**src/rtl/isa_pkg.sv**
```systemverilog
// Shared ISA types for the 14-bit datapath: instruction fields, ALU opcodes, issuer states.
package isa_pkg;

  localparam int INSTR_W = 14;
  localparam int REG_AW  = 4;
  localparam int OP_W    = 2;

  typedef enum logic [OP_W-1:0] {
    OP_ADD = 2'b00,
    OP_SUB = 2'b01,
    OP_AND = 2'b10,
    OP_OR  = 2'b11
  } alu_op_e;

  typedef struct packed {
    alu_op_e             op;
    logic [REG_AW-1:0]   rd;
    logic [REG_AW-1:0]   rn;
    logic [REG_AW-1:0]   rm;
  } instr_t;

  typedef enum logic [1:0] {
    S_IDLE = 2'd0,
    S_RUN  = 2'd1,
    S_DONE = 2'd2
  } issuer_state_e;

endpackage

```
**src/rtl/instr_mem.sv**
```systemverilog
// Program store: DEPTH x W register array.
// Latency: write lands on the next rising edge; read is combinational.
// Backpressure: none; the caller gates the write enable.
module instr_mem #(
  parameter int DEPTH  = 16,
  parameter int ADDR_W = $clog2(DEPTH),
  parameter int W      = 14
) (
  input  logic              clk,
  input  logic              we,
  input  logic [ADDR_W-1:0] waddr,
  input  logic [W-1:0]      wdata,
  input  logic [ADDR_W-1:0] raddr,
  output logic [W-1:0]      rdata
);

  logic [W-1:0] mem [DEPTH];

  // Contents survive reset so a halted or reset program can be reloaded cheaply.
  always_ff @(posedge clk) begin
    if (we) mem[waddr] <= wdata;
  end

  assign rdata = mem[raddr];

endmodule

```
**src/rtl/instr_issuer.sv**
```systemverilog
// Loads a program over a valid/ready port and issues it in order; ISSUE_HAZARD_EN adds a RAW interlock.
// Latency: instr at pc is presented combinationally; one instruction per accepted cycle, done one cycle after the last.
// Backpressure: instr/pc hold while issue_valid & ~issue_ready; load_ready drops when full, clearing or running.
module instr_issuer
  import isa_pkg::*;
#(
  parameter int DEPTH   = 16,
  parameter int ADDR_W  = $clog2(DEPTH),
  parameter int HAZ_GAP = 1
) (
  input  logic               clk,
  input  logic               rst_n,
  input  logic               load_valid,
  output logic               load_ready,
  input  logic [INSTR_W-1:0] load_data,
  input  logic               load_clear,
  input  logic               start,
  input  logic               halt,
  output logic               issue_valid,
  input  logic               issue_ready,
  output logic [INSTR_W-1:0] instr,
  output logic [ADDR_W-1:0]  pc,
  output logic [ADDR_W:0]    count,
  output logic               busy,
  output logic               done
);

  localparam logic [ADDR_W:0] DEPTH_C = (ADDR_W+1)'(DEPTH);

  issuer_state_e state_q, state_d;
  logic          load_fire, start_ok, accept, last_slot, hazard;

  assign load_fire = load_valid & load_ready;
  assign start_ok  = (state_q == S_IDLE) & start & ~load_clear & ~load_fire & (count != '0);
  assign accept    = issue_valid & issue_ready & ~halt;
  assign last_slot = ({1'b0, pc} == (count - 1'b1));
  assign busy      = (state_q != S_IDLE);

  instr_mem #(.DEPTH(DEPTH), .ADDR_W(ADDR_W), .W(INSTR_W)) u_mem (
    .clk   (clk),
    .we    (load_fire),
    .waddr (count[ADDR_W-1:0]),
    .wdata (load_data),
    .raddr (pc),
    .rdata (instr)
  );

  always_ff @(posedge clk or negedge rst_n) begin
    if (!rst_n) state_q <= S_IDLE;
    else        state_q <= state_d;
  end

  always_comb begin
    state_d = state_q;
    case (state_q)
      S_IDLE:  if (start_ok) state_d = S_RUN;
      S_RUN: begin
        if (halt)                    state_d = S_IDLE;
        else if (accept && last_slot) state_d = S_DONE;
      end
      S_DONE:  state_d = S_IDLE;
      default: state_d = S_IDLE;
    endcase
  end

  always_comb begin
    load_ready  = 1'b0;
    issue_valid = 1'b0;
    done        = 1'b0;
    case (state_q)
      S_IDLE:  load_ready  = (count < DEPTH_C) & ~load_clear;
      S_RUN:   issue_valid = ~hazard;
      S_DONE:  done        = 1'b1;
      default: ;
    endcase
  end

  always_ff @(posedge clk or negedge rst_n) begin
    if (!rst_n) begin
      pc    <= '0;
      count <= '0;
    end else begin
      case (state_q)
        S_IDLE: begin
          pc <= '0;
          if (load_clear)     count <= '0;
          else if (load_fire) count <= count + 1'b1;
        end
        S_RUN: begin
          if (halt)                      pc <= '0;
          else if (accept && !last_slot) pc <= pc + 1'b1;
        end
        default: pc <= '0;
      endcase
    end
  end

`ifdef ISSUE_HAZARD_EN
  localparam int GAP_W = (HAZ_GAP > 1) ? $clog2(HAZ_GAP + 1) : 1;

  logic [GAP_W-1:0]  gap_cnt;
  logic [REG_AW-1:0] last_rd;

  assign hazard = (gap_cnt != '0) &
                  ((instr[7:4] == last_rd) | (instr[3:0] == last_rd));

  always_ff @(posedge clk or negedge rst_n) begin
    if (!rst_n) begin
      gap_cnt <= '0;
      last_rd <= '0;
    end else if (start_ok || (state_q == S_RUN && halt)) begin
      gap_cnt <= '0;
    end else if (accept) begin
      last_rd <= instr[11:8];
      gap_cnt <= GAP_W'(HAZ_GAP);
    end else if (gap_cnt != '0) begin
      gap_cnt <= gap_cnt - 1'b1;
    end
  end
`else
  assign hazard = 1'b0;
`endif

endmodule

```
**config.mk**
```make
export PLATFORM = sky130hd
export DESIGN_NAME = instr_issuer
export DESIGN_NICKNAME = d
export VERILOG_FILES = /design/src/rtl/isa_pkg.sv /design/src/rtl/instr_mem.sv /design/src/rtl/instr_issuer.sv
export SDC_FILE = /design/constraint.sdc
export NUM_CORES = 1
export LEC_CHECK = 0
export ABC_AREA = 0
export CORE_UTILIZATION = 45
export CTS_BUF_LIST = sky130_fd_sc_hd__clkbuf_2
export DETAILED_ROUTE_END_ITERATION = 8
export GPL_TIMING_DRIVEN = 0
export PLACE_DENSITY = 0.74
export SLEW_MARGIN = 20
export SYNTH_ARGS = -nofsm -noshare
export SYNTH_HDL_FRONTEND = slang
export SYNTH_SLANG_ARGS = --single-unit
```
**constraint.sdc**
```tcl
create_clock -name clk -period 4 [get_ports clk]
set_clock_uncertainty 0.05 [all_clocks]
set_input_delay 0.8 -clock clk [delete_from_list [all_inputs] [get_ports clk]]
set_output_delay 0.8 -clock clk [all_outputs]
set_load 0.02 [all_outputs]
```
# [Word level (Yosys, flattened, before mapping)]
# Memory sizes are Yosys's and may differ from the RTL's.
# Cells that the tools add are included.
[word_totals] memories=1 inputBits=21 ram_bits=224 output_inout_bits=27 regBits=11 elab_cells=48
[classes] n_mux=14 reduce_logical=9 bitwise_logic=11 n_lt_le_gt_ge=1 n_eq_ne=6 add_sub_neg=3
[memory_table] name="u_mem.mem" words=16 word_bits=14 read_ports=1 rd_ports_with_merged_regs=0 wr=1 line_no="instr_mem.sv:17" rtl="logic [W-1:0] mem [DEPTH];"
[op_table] cell="4-bit 2-to-1 mux" count=3
[op_table] cell="5-bit 2-to-1 mux" count=2
[op_table] cell="1-bit AND" count=8
[op_table] cell="2-bit 2-to-1 mux" count=3
[op_table] cell="3-bit != test (second input constant)" count=2
[op_table] cell="5-bit by 1-bit adder with 5-bit output (second input constant)" count=1
[op_table] cell="4-bit by 5-bit == test with 1-bit output" count=1
[op_table] cell="5-bit less-than comparator (second input constant)" count=1
[op_table] cell="1-bit 2-to-1 mux" count=5
[op_table] cell="5-bit nonzero test" count=1
[op_table] cell="5-bit by 1-bit subtractor with 5-bit output (second input constant)" count=1
[op_table] cell="4-bit by 1-bit adder with 4-bit output (second input constant)" count=1
[op_table] cell="2-bit case mux with 2 select lines" count=1
[op_table] cell="2-bit AND reduction" count=2
[op_table] cell="2-bit nonzero test" count=2
[op_table] cell="1-bit inverter" count=3
[op_table] cell="2-bit by 1-bit == test with 1-bit output (second input constant)" count=1
[op_table] cell="2-bit == test (second input constant)" count=1
[op_table] cell="1-bit logical AND" count=2
[op_table] cell="2-bit zero test" count=1
[op_table] cell="2-bit != test (second input constant)" count=1
[op_table] cell="1-bit zero test" count=1

# [Longest topological paths before layout]
[logic_depth] word_depth=9 ltp_mapped=7 ltp_nobuf=7

# [Modules after synthesis]
# A second synthesis with hierarchy kept.
[unflattened] cells_unflattened=435 area_unflattened_um2=9161.3
[by_module_without_submodules] mod="instr_mem" cells_each=365 area_per_inst_um2=8483.1 instances=1 seq_area_each_um2=6726.5
[by_module_without_submodules] mod="instr_issuer" cells_each=70 area_per_inst_um2=678.2 instances=1 seq_area_each_um2=275.3

# [Worst setup path after synthesis]
# Ideal clock, no wire load.
[synth_path] path_kind="input port to flip-flop" from="input load_clear" to="memory u_mem.mem[3][0] (enable)" path_slack_ps=708 cell_stages=5 required_ps=3547 t_arrival_ps=2839 setup_time_ps=403 n_path_buf=1 path_cell_list="nor4_2 > and2_1 > buf_2 > nand2_1 > nor3_1"
[synth_between] elab_chain_len=6
[synth_lines] item="start, declared" line_no="instr_issuer.sv:16" rtl="input logic load_clear,"
[synth_lines] item="1-bit inverter" line_no="instr_issuer.sv:71" rtl="S_IDLE: load_ready = (count < DEPTH_C) & ~load_clear;"
[synth_lines] item="1-bit AND" line_no="instr_issuer.sv:71"
[synth_lines] item="1-bit 2-to-1 mux" line_no="instr_issuer.sv:70" rtl="case (state_q)"
[synth_lines] item="1-bit AND" line_no="instr_issuer.sv:33" rtl="assign load_fire = load_valid & load_ready;"
[synth_lines] item="1-bit 2-to-1 mux" line_no="instr_mem.sv:21" rtl="if (we) mem[waddr] <= wdata;"
[synth_lines] item="1-bit 2-to-1 mux (implied by the code)" line_no="instr_mem.sv:21"
[synth_lines] item="end, declared" line_no="instr_mem.sv:17"
# Every way passes these cells.

# [Final worst setup path]
[layout_path] from="register pc[1]" to="output instr[13]"
[layout_between] elab_chain_len=1
[layout_lines] item="start, declared" line_no="instr_issuer.sv:22" rtl="output logic [ADDR_W-1:0] pc,"
[layout_lines] item="start signal, assigned" line_no="instr_issuer.sv:91" rtl="else if (accept && !last_slot) pc <= pc + 1'b1;"
[layout_lines] item="memory read 16 x 14 bit"
[layout_lines] item="end, declared" line_no="instr_issuer.sv:21" rtl="output logic [INSTR_W-1:0] instr,"
# Every way passes these cells.

==> impl_metrics.csv <==
group,metric,value,unit
synthesis,yosysUniqueCellTypes,36,
place,io_buffers,47,
worst_setup_path,worstSetupPathType,"reg -> out",
synthesis,netlist_area,0.00923,mm^2
synthesis,synth-xor-area-share,0.00949,
sta,layout_setup_ws,0.134,ns
final_layout,n_antenna_cell,0,
place,place_inst,743,
drt,drt_iter0_markers,469,
synthesis,syn_avg_cell_area,22.6,um^2
sta,tightest_slew,0.990,ns
global_routing,track_usage,0.195,
final_layout,layout.nets,558,
worst_setup_path,required,3.15,ns
synthesis,synthTopCellsByArea,"edfxtp_1 73%, mux4_2 16%, dfrtp_1 3.0%",
sta,finalCriticalPeriod,3.87,ns
place,place.gp.congestion,0.785,
power,peakVddDrop,0.234,mV
cts,ctsHoldBuffers,0,
floorplanning,die_w,145,um
floorplanning,die-area,0.0211,mm^2
synthesis,synth_top_family_by_area,"multiplexers",
synthesis,yosysSeqAreaShare,0.758,
cts,cts_buffers,57,
worst_setup_path,cp-start-kind,"flip-flop",
cts,clk_latency,0.81,ns
global_routing,antenna_found_initial,0,
cts,cts_tree,"done",
drt,drt_wl_total,19.5,mm
final_layout,layout_commonest_cell,"edfxtp_1",
worst_setup_path,arrival,3.02,ns
sta,clock.fmax,0.259,GHz
sta,post-route-period-util,0.967,
sta,setup_viol,0,
place,hpwl,12.7,mm
final_layout,drive_gt1_frac,0.376,
drt,vias_per_cell,5.53,
cts,htree_levels,2,
drt,drc,0,
synthesis,synth_mux_area_frac,0.173,
status,status,"complete, no violations",
cts,clockRootBuffer,"clkbuf_2",
cts,clock_sinks,235,
worst_setup_path,endpoint_kind,"output port",
floorplanning,core-area,0.0202,mm^2
synthesis,synth_compound_area_frac,0.00867,
worst_setup_path,cp_max_fo,10,
synthesis,async_flop_share,0.0468,
sta,hold_viol_final,0,
global_routing,grt_pass1_vias,5086,
flow_run,cap_violations,0,
synthesis,ys_warn_count,0,
sta,drv_slew,0,
floorplanning,boundaryPins,48,
cts,clockBufferDepth,3,
final_layout,final_area,0.0109,mm^2
synthesis,synth-edff-count,224,
floorplanning,rows,52,
cts,path_clk_slew,0.10,ns
synthesis,ys_ff_latch,235,
power,leakage,3.56,nW
place,placed_cell_area,0.0103,mm^2
sta,rsz0062_at_grt,"no",
power,power.density,413,mW/mm^2
drt,drt_first_pass_iters,4,
drt,ant_nets,0,
place,dp_slack,0.122,ns
global_routing,grt_pass1_wl,30.1,mm
synthesis,synth_fp_nets,434,
final_layout,final_cell_mix,"224 x edfxtp_1, 94 x clkbuf_2, 67 x mux4_2",
global_routing,overflow,0,
floorplanning,initial_core_util,0.458,
drt,vias,4664,
drt,wire_per_inst,23.1,um
floorplanning,dieHeight,145,um
hold_path,min_path_type,"in -> async",
synthesis,syn_inst,408,
sta,max_slew_margin,0.340,
synthesis,ys.flop_type,"edfxtp_1",
synthesis,synth_top_cell_by_area,"edfxtp_1",
final_layout,area_growth_syn_to_layout,17.6,%
global_routing,grt_max_degree,17,
final_layout,fin_cells,844,
synthesis,synthSimpleGateAreaFrac,0.0274,
synthesis,synthAdderAreaFrac,0.00678,
synthesis,synth_top_area_frac,0.729,
area by class of cell:
| class | count | area [um^2] |
|---|---|---|
| well taps | 270 | 338 |
| inverters | 4 | 15.0 |
| flip-flops and latches | 235 | 7000 |
| multi-input cells | 147 | 2130 |
| plain buffers | 22 | 194 |
| clock buffers | 87 | 435 |
| clock inverters | 14 | 82.6 |
| repair buffers | 65 | 663 |
| fillers | 1604 | 9310 |
worst paths after layout:
check | to | depth (start not counted) | slack [ns] | startpoint
worst max register to register | u_mem.mem[11][13]$_DFFE_PP_ | 6 | 1.49 | state_q[0]$_DFFE_PN0P_
max in group asynchronous | pc[0]$_DFFE_PN0P_ | 1 | 3.28 | rst_n
worst min register to register | count[4]$_DFFE_PN0P_ | 1 | 0.59 | count[4]$_DFFE_PN0P_
min in group clk | state_q[0]$_DFFE_PN0P_ | 2 | 0.58 | start
worst min-delay path | count[0]$_DFFE_PN0P_ | 1 | 0.26 | rst_n
worst max-delay path | instr[13] | 6 | 0.13 | pc[1]$_DFFE_PN0P_
worst max-delay path, stage by stage, from the launching register on:
cell           delay, ns
dfrtp_1             0.40
buf_2               0.17
buf_4               0.24
clkbuf_8            0.24
mux4_2              0.32
mux4_2              0.49
dlygate4sd2_1       0.34
what timing repair did:
action / CTS / global route
setup endpoints to repair: 14 / 8
gates resized for setup: 37 / 11
setup buffers: 0 / 0
through the flow:
step | power (mW) | hold WS, ns | setup TNS [ns] | utilization
finish | 4.48 | 0.265 | 0 | 0.538
floorplan | 2.89 | 0.454 | 0 | -
global route | 4.66 | 0.237 | 0 | 0.538
detailed placement | 3.01 | 0.569 | 0 | 0.511
CTS | 4.52 | 0.210 | -0.00594 | 0.539
global placement | 2.99 | 0.542 | -25.15 | 0.498
synthesized netlist by cell type (all sizes together) (4+ instances only):
cell and number:
edfxtp 224, mux4 70, nor2 16, buf 14, nand2 12, dfrtp 11, clkbuf 8, ha 5
xnor2 5, xor2 5, inv 4, nor3 4
report_power, final:
part / total [mW] / switching (mW) / internal (mW)
combinational: 0.221 / 0.126 / 0.0949
clock: 1.54 / 0.900 / 0.636
sequential: 2.72 / 0.0106 / 2.71
registers in the layout, summed over array words and instances (netlist names):
name / flops
count: 5
state_q: 2
u_mem.mem: 224
pc: 4
logic make-up after synthesis:
| family | after synthesis |
|---|---|
| flip-flops | 235 |
| multiplexers | 71 |
| AND/OR/NAND/NOR | 50 |
| buffers and inverters | 26 |
| AO/OA/AOI/OAI | 11 |
| XOR/XNOR | 10 |
| adder cells (fa/ha/maj) | 5 |
per-layer routing:
| layer | GRT usage | routed length [um] | vias up | share of wire |
|---|---|---|---|---|
| li1 | - | - | 1992 | - |
| met1 | 0.244 | 7660 | 2441 | 0.39 |
| met2 | 0.321 | 9860 | 190 | 0.51 |
| met3 | 0.0547 | 1360 | 41 | 0.070 |
| met4 | 0.0832 | 592 | 0 | 0.030 |
| met5 | 0 | 0 | - | 0 |
Note: power is estimated with default switching activity, not from simulation.
